**src/rtl/glitch_free_clock_divider.sv**
```systemverilog
// glitch_free_clock_divider: registered clk/(2*(cur_div+1)) divider; ratio changes and stop only at the clk_out falling edge.
// Define GFCD_REQ_OVERWRITE_EN to let div_req while busy overwrite the pending ratio (last-wins).
module glitch_free_clock_divider #(
  parameter int               DIV_W     = 8,
  parameter logic [DIV_W-1:0] RESET_DIV = '0
) (
  input  logic             clk,
  input  logic             rst,
  input  logic             en,
  input  logic             div_req,
  input  logic [DIV_W-1:0] div_val,
  output logic             div_ack,
  output logic             busy,
  output logic             running,
  output logic [DIV_W-1:0] cur_div,
  output logic             clk_out
);
  typedef enum logic [1:0] {STOP, RUN, DRAIN} state_t;
  state_t           state_q, state_d;
  logic [DIV_W-1:0] cnt_q, cnt_d, cur_div_q, cur_div_d, pend_q, pend_d;
  logic             clk_out_q, clk_out_d, busy_q, busy_d, ack_q, ack_d, running_q, running_d;
  logic             active, hit, fall, apply;
  always_comb begin
    active    = state_q != STOP;
    hit       = active && cnt_q == cur_div_q;
    fall      = hit && clk_out_q;
    apply     = busy_q && (!active || fall);
    cur_div_d = apply ? pend_q : cur_div_q;
    ack_d     = apply;
`ifdef GFCD_REQ_OVERWRITE_EN
    pend_d    = div_req ? div_val : pend_q;
    busy_d    = div_req || (busy_q && !apply);
`else
    pend_d    = (div_req && !busy_q) ? div_val : pend_q;
    busy_d    = busy_q ? !apply : div_req;
`endif
    clk_out_d = active ? clk_out_q ^ hit : en;
    cnt_d     = (active && !hit) ? cnt_q + 1'b1 : '0;
    // a falling edge with en low ends the drain; en high at any time resumes RUN
    state_d   = !active ? (en ? RUN : STOP) : (fall && !en) ? STOP : en ? RUN : DRAIN;
    running_d = state_d != STOP;
  end
  always_ff @(posedge clk or negedge rst) begin
    if (!rst) begin
      state_q   <= STOP;
      cnt_q     <= '0;
      cur_div_q <= RESET_DIV;
      pend_q    <= '0;
      clk_out_q <= 1'b0;
      busy_q    <= 1'b0;
      ack_q     <= 1'b0;
      running_q <= 1'b0;
    end else begin
      state_q   <= state_d;
      cnt_q     <= cnt_d;
      cur_div_q <= cur_div_d;
      pend_q    <= pend_d;
      clk_out_q <= clk_out_d;
      busy_q    <= busy_d;
      ack_q     <= ack_d;
      running_q <= running_d;
    end
  end
  assign div_ack = ack_q;
  assign busy    = busy_q;
  assign running = running_q;
  assign cur_div = cur_div_q;
  assign clk_out = clk_out_q;
endmodule

```
**config.mk**
```make
export PLATFORM = sky130hd
export DESIGN_NAME = glitch_free_clock_divider
export DESIGN_NICKNAME = d
export VERILOG_FILES = /design/src/rtl/glitch_free_clock_divider.sv
export SDC_FILE = /design/constraint.sdc
export NUM_CORES = 1
export LEC_CHECK = 0
export CAP_MARGIN = 20
export CORE_AREA = 2 2 57 59
export DETAILED_ROUTE_END_ITERATION = 7
export DIE_AREA = 0 0 59 61
export PLACE_DENSITY = 0.77
export RECOVER_POWER = 100
export SLEW_MARGIN = 20
export SYNTH_ARGS = -nofsm -noshare
export SYNTH_HDL_FRONTEND = slang
export SYNTH_SLANG_ARGS = --single-unit
export TNS_END_PERCENT = 20
```
**constraint.sdc**
```tcl
create_clock -name clk -period 1.87 [get_ports clk]
set_input_delay 0.2805 -clock clk [delete_from_list [all_inputs] [get_ports clk]]
set_output_delay 0.2805 -clock clk [all_outputs]
set_load 0.005 [all_outputs]
```
# == Word level (Yosys, flattened, before mapping) ==
# Cells that the tools add are included.
# totals
in_bits,12
ff_bits,30
elab_cells,32
output_inout_bits,12
# classes
n_reduce_logical,14
mux,7
n_addsub,1
eq_ne,1
n_bitwise,1
# op_table
cell,n
$add A8 B1 Y8 const B,1
$eq A8 B8 Y1,1
$mux W8,1
$logic_and A1 B1 Y1,6
$mux W2,3
$logic_not A1 Y1,5
$reduce_bool A2 Y1,2
$mux W1,3
$logic_or A1 B1 Y1,1
$xor A1 B1 Y1,1

# == Longest topological paths before layout ==
# depth
depth_word,7
mapped_depth,7
ltp_nobuf,7

# == Worst setup path after synthesis ==
# OpenSTA, ideal clock, no wires.
# synth_timing
kind,reg2reg
startpoint,register cnt_q[3]
endpoint,register cur_div_q[0] (netlist: cur_div[0])
path_stages_with_launch,8
n_path_buf,0
synth_period_minus_slack_ps,1764
path_slack_ps,106
t_arrival_ps,1639
required_ps,1745
cell_sequence,dfrtp_1 > xor2_1 > nor2_1 > nand4_1 > nor2_1 > ha_1 > o21ai_2 > mux2_2
# synth_between
elab_chain_len,5
# synth_rtl
item,line,rtl
"start, declared",20,"logic [DIV_W-1:0] cnt_q, cnt_d, cur_div_q, cur_div_d, pend_q, pend_d;"
"start signal, assigned",55,cnt_q <= cnt_d;
$eq A8 B8 Y1,25,hit = active && cnt_q == cur_div_q;
$logic_and A1 B1 Y1,25,
$logic_and A1 B1 Y1,26,fall = hit && clk_out_q;
$logic_or A1 B1 Y1,27,apply = busy_q && (!active || fall);
$logic_and A1 B1 Y1,27,
"end signal, assigned",56,cur_div_q <= cur_div_d;
"end, declared",20,
# No other way between the ends.
# A chain may end at the register's enable or synchronous reset.

# == Final worst setup path ==
# layout_timing
startpoint,register cur_div_q[3] (netlist: cur_div[3])
endpoint,register cur_div_q[7] (netlist: cur_div[7])
# layout_between
elab_chain_len,5
# layout_rtl
item,line
$eq A8 B8 Y1,25
$logic_and A1 B1 Y1,25
$logic_and A1 B1 Y1,26
$logic_or A1 B1 Y1,27
$logic_and A1 B1 Y1,27
# No other way between the ends.

==> metrics.cfg <==
[clock_tree]
tritoncts = done
cts_post_setup_buffers_inserted = 0
ctsHtreeMaxLevel = 2
cts_made_buffers = 5
path_clk_slew_ns = 0.10
ctsRootBufferMaster = sky130_fd_sc_hd__clkbuf_4
clockBufferDepth = 2
clkSinkCount = 30
clkLatencyLatePin_ns = 0.34

[worst_setup_path]
rr_startpoint = cur_div[3]
critPathMostFrequentCell = sky130_fd_sc_hd__nor2_1
worst-path-stages = 7
r2r_cells = 7
critical_path.max_stage_delay_ns = 0.42
cp_num_buf_inv = 0
critPathMaxFanout = 4
crit_path_end_kind = flip-flop
critPathTopFamily = flip-flops
timing.critical_path.cells = xor2_1 > nor2_1 > nand4_1 > nor2_1 > ha_2 > o21ai_2 > mux2_2
cpMaxStageDelayCell = sky130_fd_sc_hd__dfrtp_1
required_time_at_the_worst_slack_endpoint_ns = 2.10
critical_path_class = flip-flop to flip-flop
r2r_setup_slack_ns = 0.13
startpoint_type = flip-flop
setup.worst_path.start = cur_div[3]
critPathArrivalTime_ns = 1.97

[yosys]
netlist_instances = 95
ys_top_cells_by_area = sky130_fd_sc_hd__dfrtp_1 (59%), sky130_fd_sc_hd__mux2_2 (15%), sky130_fd_sc_hd__xor2_1 (8.3%)
post_synth_num_cell_types = 20
postSynthRegisterBits = 30
synth.yosys.seq_area_share_pct = 59.3
syn-mean-instance-area_um2 = 13.3
syn-cell-area_um2 = 1260
synthesis.nets = 109
synthesis.yosys.warnings = 0
synth_largest_area_cell = sky130_fd_sc_hd__dfrtp_1
synth_top_area_share_pct = 59.3

[cells_and_area]
nets = 147
area_growth_syn_to_layout_pct = 31.7
drive_above_1_share_pct = 30.6
finish.instance_area_um2 = 1670
diodes = 0
mostFrequentLayoutCell = sky130_fd_sc_hd__dfrtp_1
filler_cell_count_in_the_final_layout = 254
postLayoutCoreUtil_pct = 56.4
most_used_cells_in_the_layout_excluding_fill_and_tap_cells = sky130_fd_sc_hd__dfrtp_1 (30), sky130_fd_sc_hd__mux2_2 (17), sky130_fd_sc_hd__dlygate4sd3_1 (14), sky130_fd_sc_hd__xor2_1 (12), sky130_fd_sc_hd__nor2_1 (12)

[placement]
dpl_worst_slack_ns = -0.115
post_dp_cell_area_um2 = 1600
io_buffers = 23
place_hpwl_um = 1890
place_congestion = 0.727

[timing]
slew_headroom_pct = 52.2
finClkSkew_ns = 0.00809
grt_setup_unrepaired = no
final.setup.worst_slack_ns = 0.133
timing.final.crit_share_pct = 92.9
final_worst_path_period_need_ns = 1.74
fin_worst_hold_slack_ns = 0.509
setup_violations = 0
worst_slew_pin_slew_ns = 0.717
max_slew_violations = 0
hold_violations = 0
max_freq_ghz = 0.576

[global_routing]
first_global_vias = 910
global_route_wire_length_before_repair_um = 4180
antenna_found_initial = 0
gr-usage-all-layers_pct = 16.5
global_route.overflow_total = 0
grt_start_max_net_pins = 31

[power]
netSwitchingFraction_pct = 31.3
power.density_cell_area_nw_per_um2 = 1310
intPower_w = 0.00150
ir_worst_vdd_v = 0.000740
switching_power_w = 0.000684
clock_share_of_power_pct = 18.8
power.combinational.fraction_pct = 34.1
p_seq_share_pct = 47.1
power.leakage_nw = 0.765

[drt]
route.vias.total = 859
drt_wl_cell_um = 15.0
drc_violations_left = 0
antenna_violating_nets_post_route = 0
detail_route.first_pass.iterations = 5
initialDrtViolationCount = 11
drt_wl_total_um = 2510
vias_per_cell = 5.14

[floorplan]
initial_utilization_pct = 42.8
ios = 24
dieWidth_um = 59
fp.dieArea_um2 = 3600
core_area_um2 = 2950
rows = 20
die_h_um = 61

[run]
max-cap-violations = 0

[min_path]
min-delay-path-class = input port to async pin

[run_status]
run_status = completed

-- synthesized netlist by cell type --
cell,instances
sky130_fd_sc_hd__nor2_4,1
sky130_fd_sc_hd__xnor2_1,2
sky130_fd_sc_hd__a21o_1,1
sky130_fd_sc_hd__nand3_1,4
sky130_fd_sc_hd__and3_2,1
sky130_fd_sc_hd__buf_2,1
sky130_fd_sc_hd__nor3_1,1
sky130_fd_sc_hd__dfrtp_1,30
sky130_fd_sc_hd__a41o_4,1
sky130_fd_sc_hd__ha_1,2
sky130_fd_sc_hd__xor2_1,12
sky130_fd_sc_hd__inv_1,2
sky130_fd_sc_hd__clkbuf_1,1
sky130_fd_sc_hd__nor2b_1,1
sky130_fd_sc_hd__nor2_1,14
sky130_fd_sc_hd__or2_2,1
sky130_fd_sc_hd__and3_1,1
sky130_fd_sc_hd__o21ai_2,1
sky130_fd_sc_hd__mux2_2,17
sky130_fd_sc_hd__nand4_1,1
-- final timing paths --
path	end
worst max register to register	cur_div[7]
max in group asynchronous	cur_div[6]
worst min register to register	pend_q[3]
min in group clk	pend_q[3]
worst min-delay path	cnt_q[5]
worst max-delay path	cur_div[7]
-- metal layers --
layer	global-route usage [%]	up-vias	routed length (µm)
met5	0	-	0
met2	29.4	21	1420
met4	7.79	0	51
met1	17.7	428	944
li1	-	402	-
met3	5.76	8	96
-- sequential cells by signal (all words and copies together), names as in the netlist --
name	count
clk_out	1
div_ack	1
busy	1
state_q	2
cur_div	8
running	1
pend_q	8
cnt_q	8
-- logic make-up (layout without fill, tap and decap cells) --
group	after synthesis	count (layout)	share of synthesized area, %
flops	30	30	59.3
simple gates	25	25	9.60
mux	17	17	15.1
xor+xnor	14	14	9.69
buf+inv	4	42	1.29
compound gates	3	4	2.97
fa+ha+maj	2	2	1.98
-- power groups by stage --
stage               sequential (W)  combinational (W)  clock [W]
finish                     0.00103           0.000745   0.000412
floorplan                  0.00102           0.000384          0
detailed placement         0.00105           0.000795          0
CTS                        0.00104           0.000805   0.000427
global route               0.00106           0.000821   0.000459
global placement           0.00103           0.000765          0
-- through the flow --
stage                     TNS (ns)  power [W]  cells
final                            0    0.00219    167
after global routing             0    0.00234    167
after CTS                        0    0.00227    167
after detailed placement    -0.826    0.00184    158
after global placement      -0.389    0.00179    158
after floorplan                  0    0.00140     95
-- what timing repair did --
action,in CTS,in global routing
cloned,1,0
hold buffers,0,0
endpoints found under the setup margin,8,9
pin swaps,1,1
gates resized for setup,2,2
-- area by class of cell --
cell class / instances / area [µm²] / area share (%)
flip-flops and latches: 30 / 751 / 45.1
multi-input cells: 62 / 510 / 30.7
repair buffers: 32 / 292 / 17.5
clock buffers: 6 / 51.3 / 3.08
well taps: 33 / 41.3 / 2.48
clock inverters: 2 / 12.5 / 0.751
inverters: 2 / 7.51 / 0.451
Power figures use the tool's default switching activity.
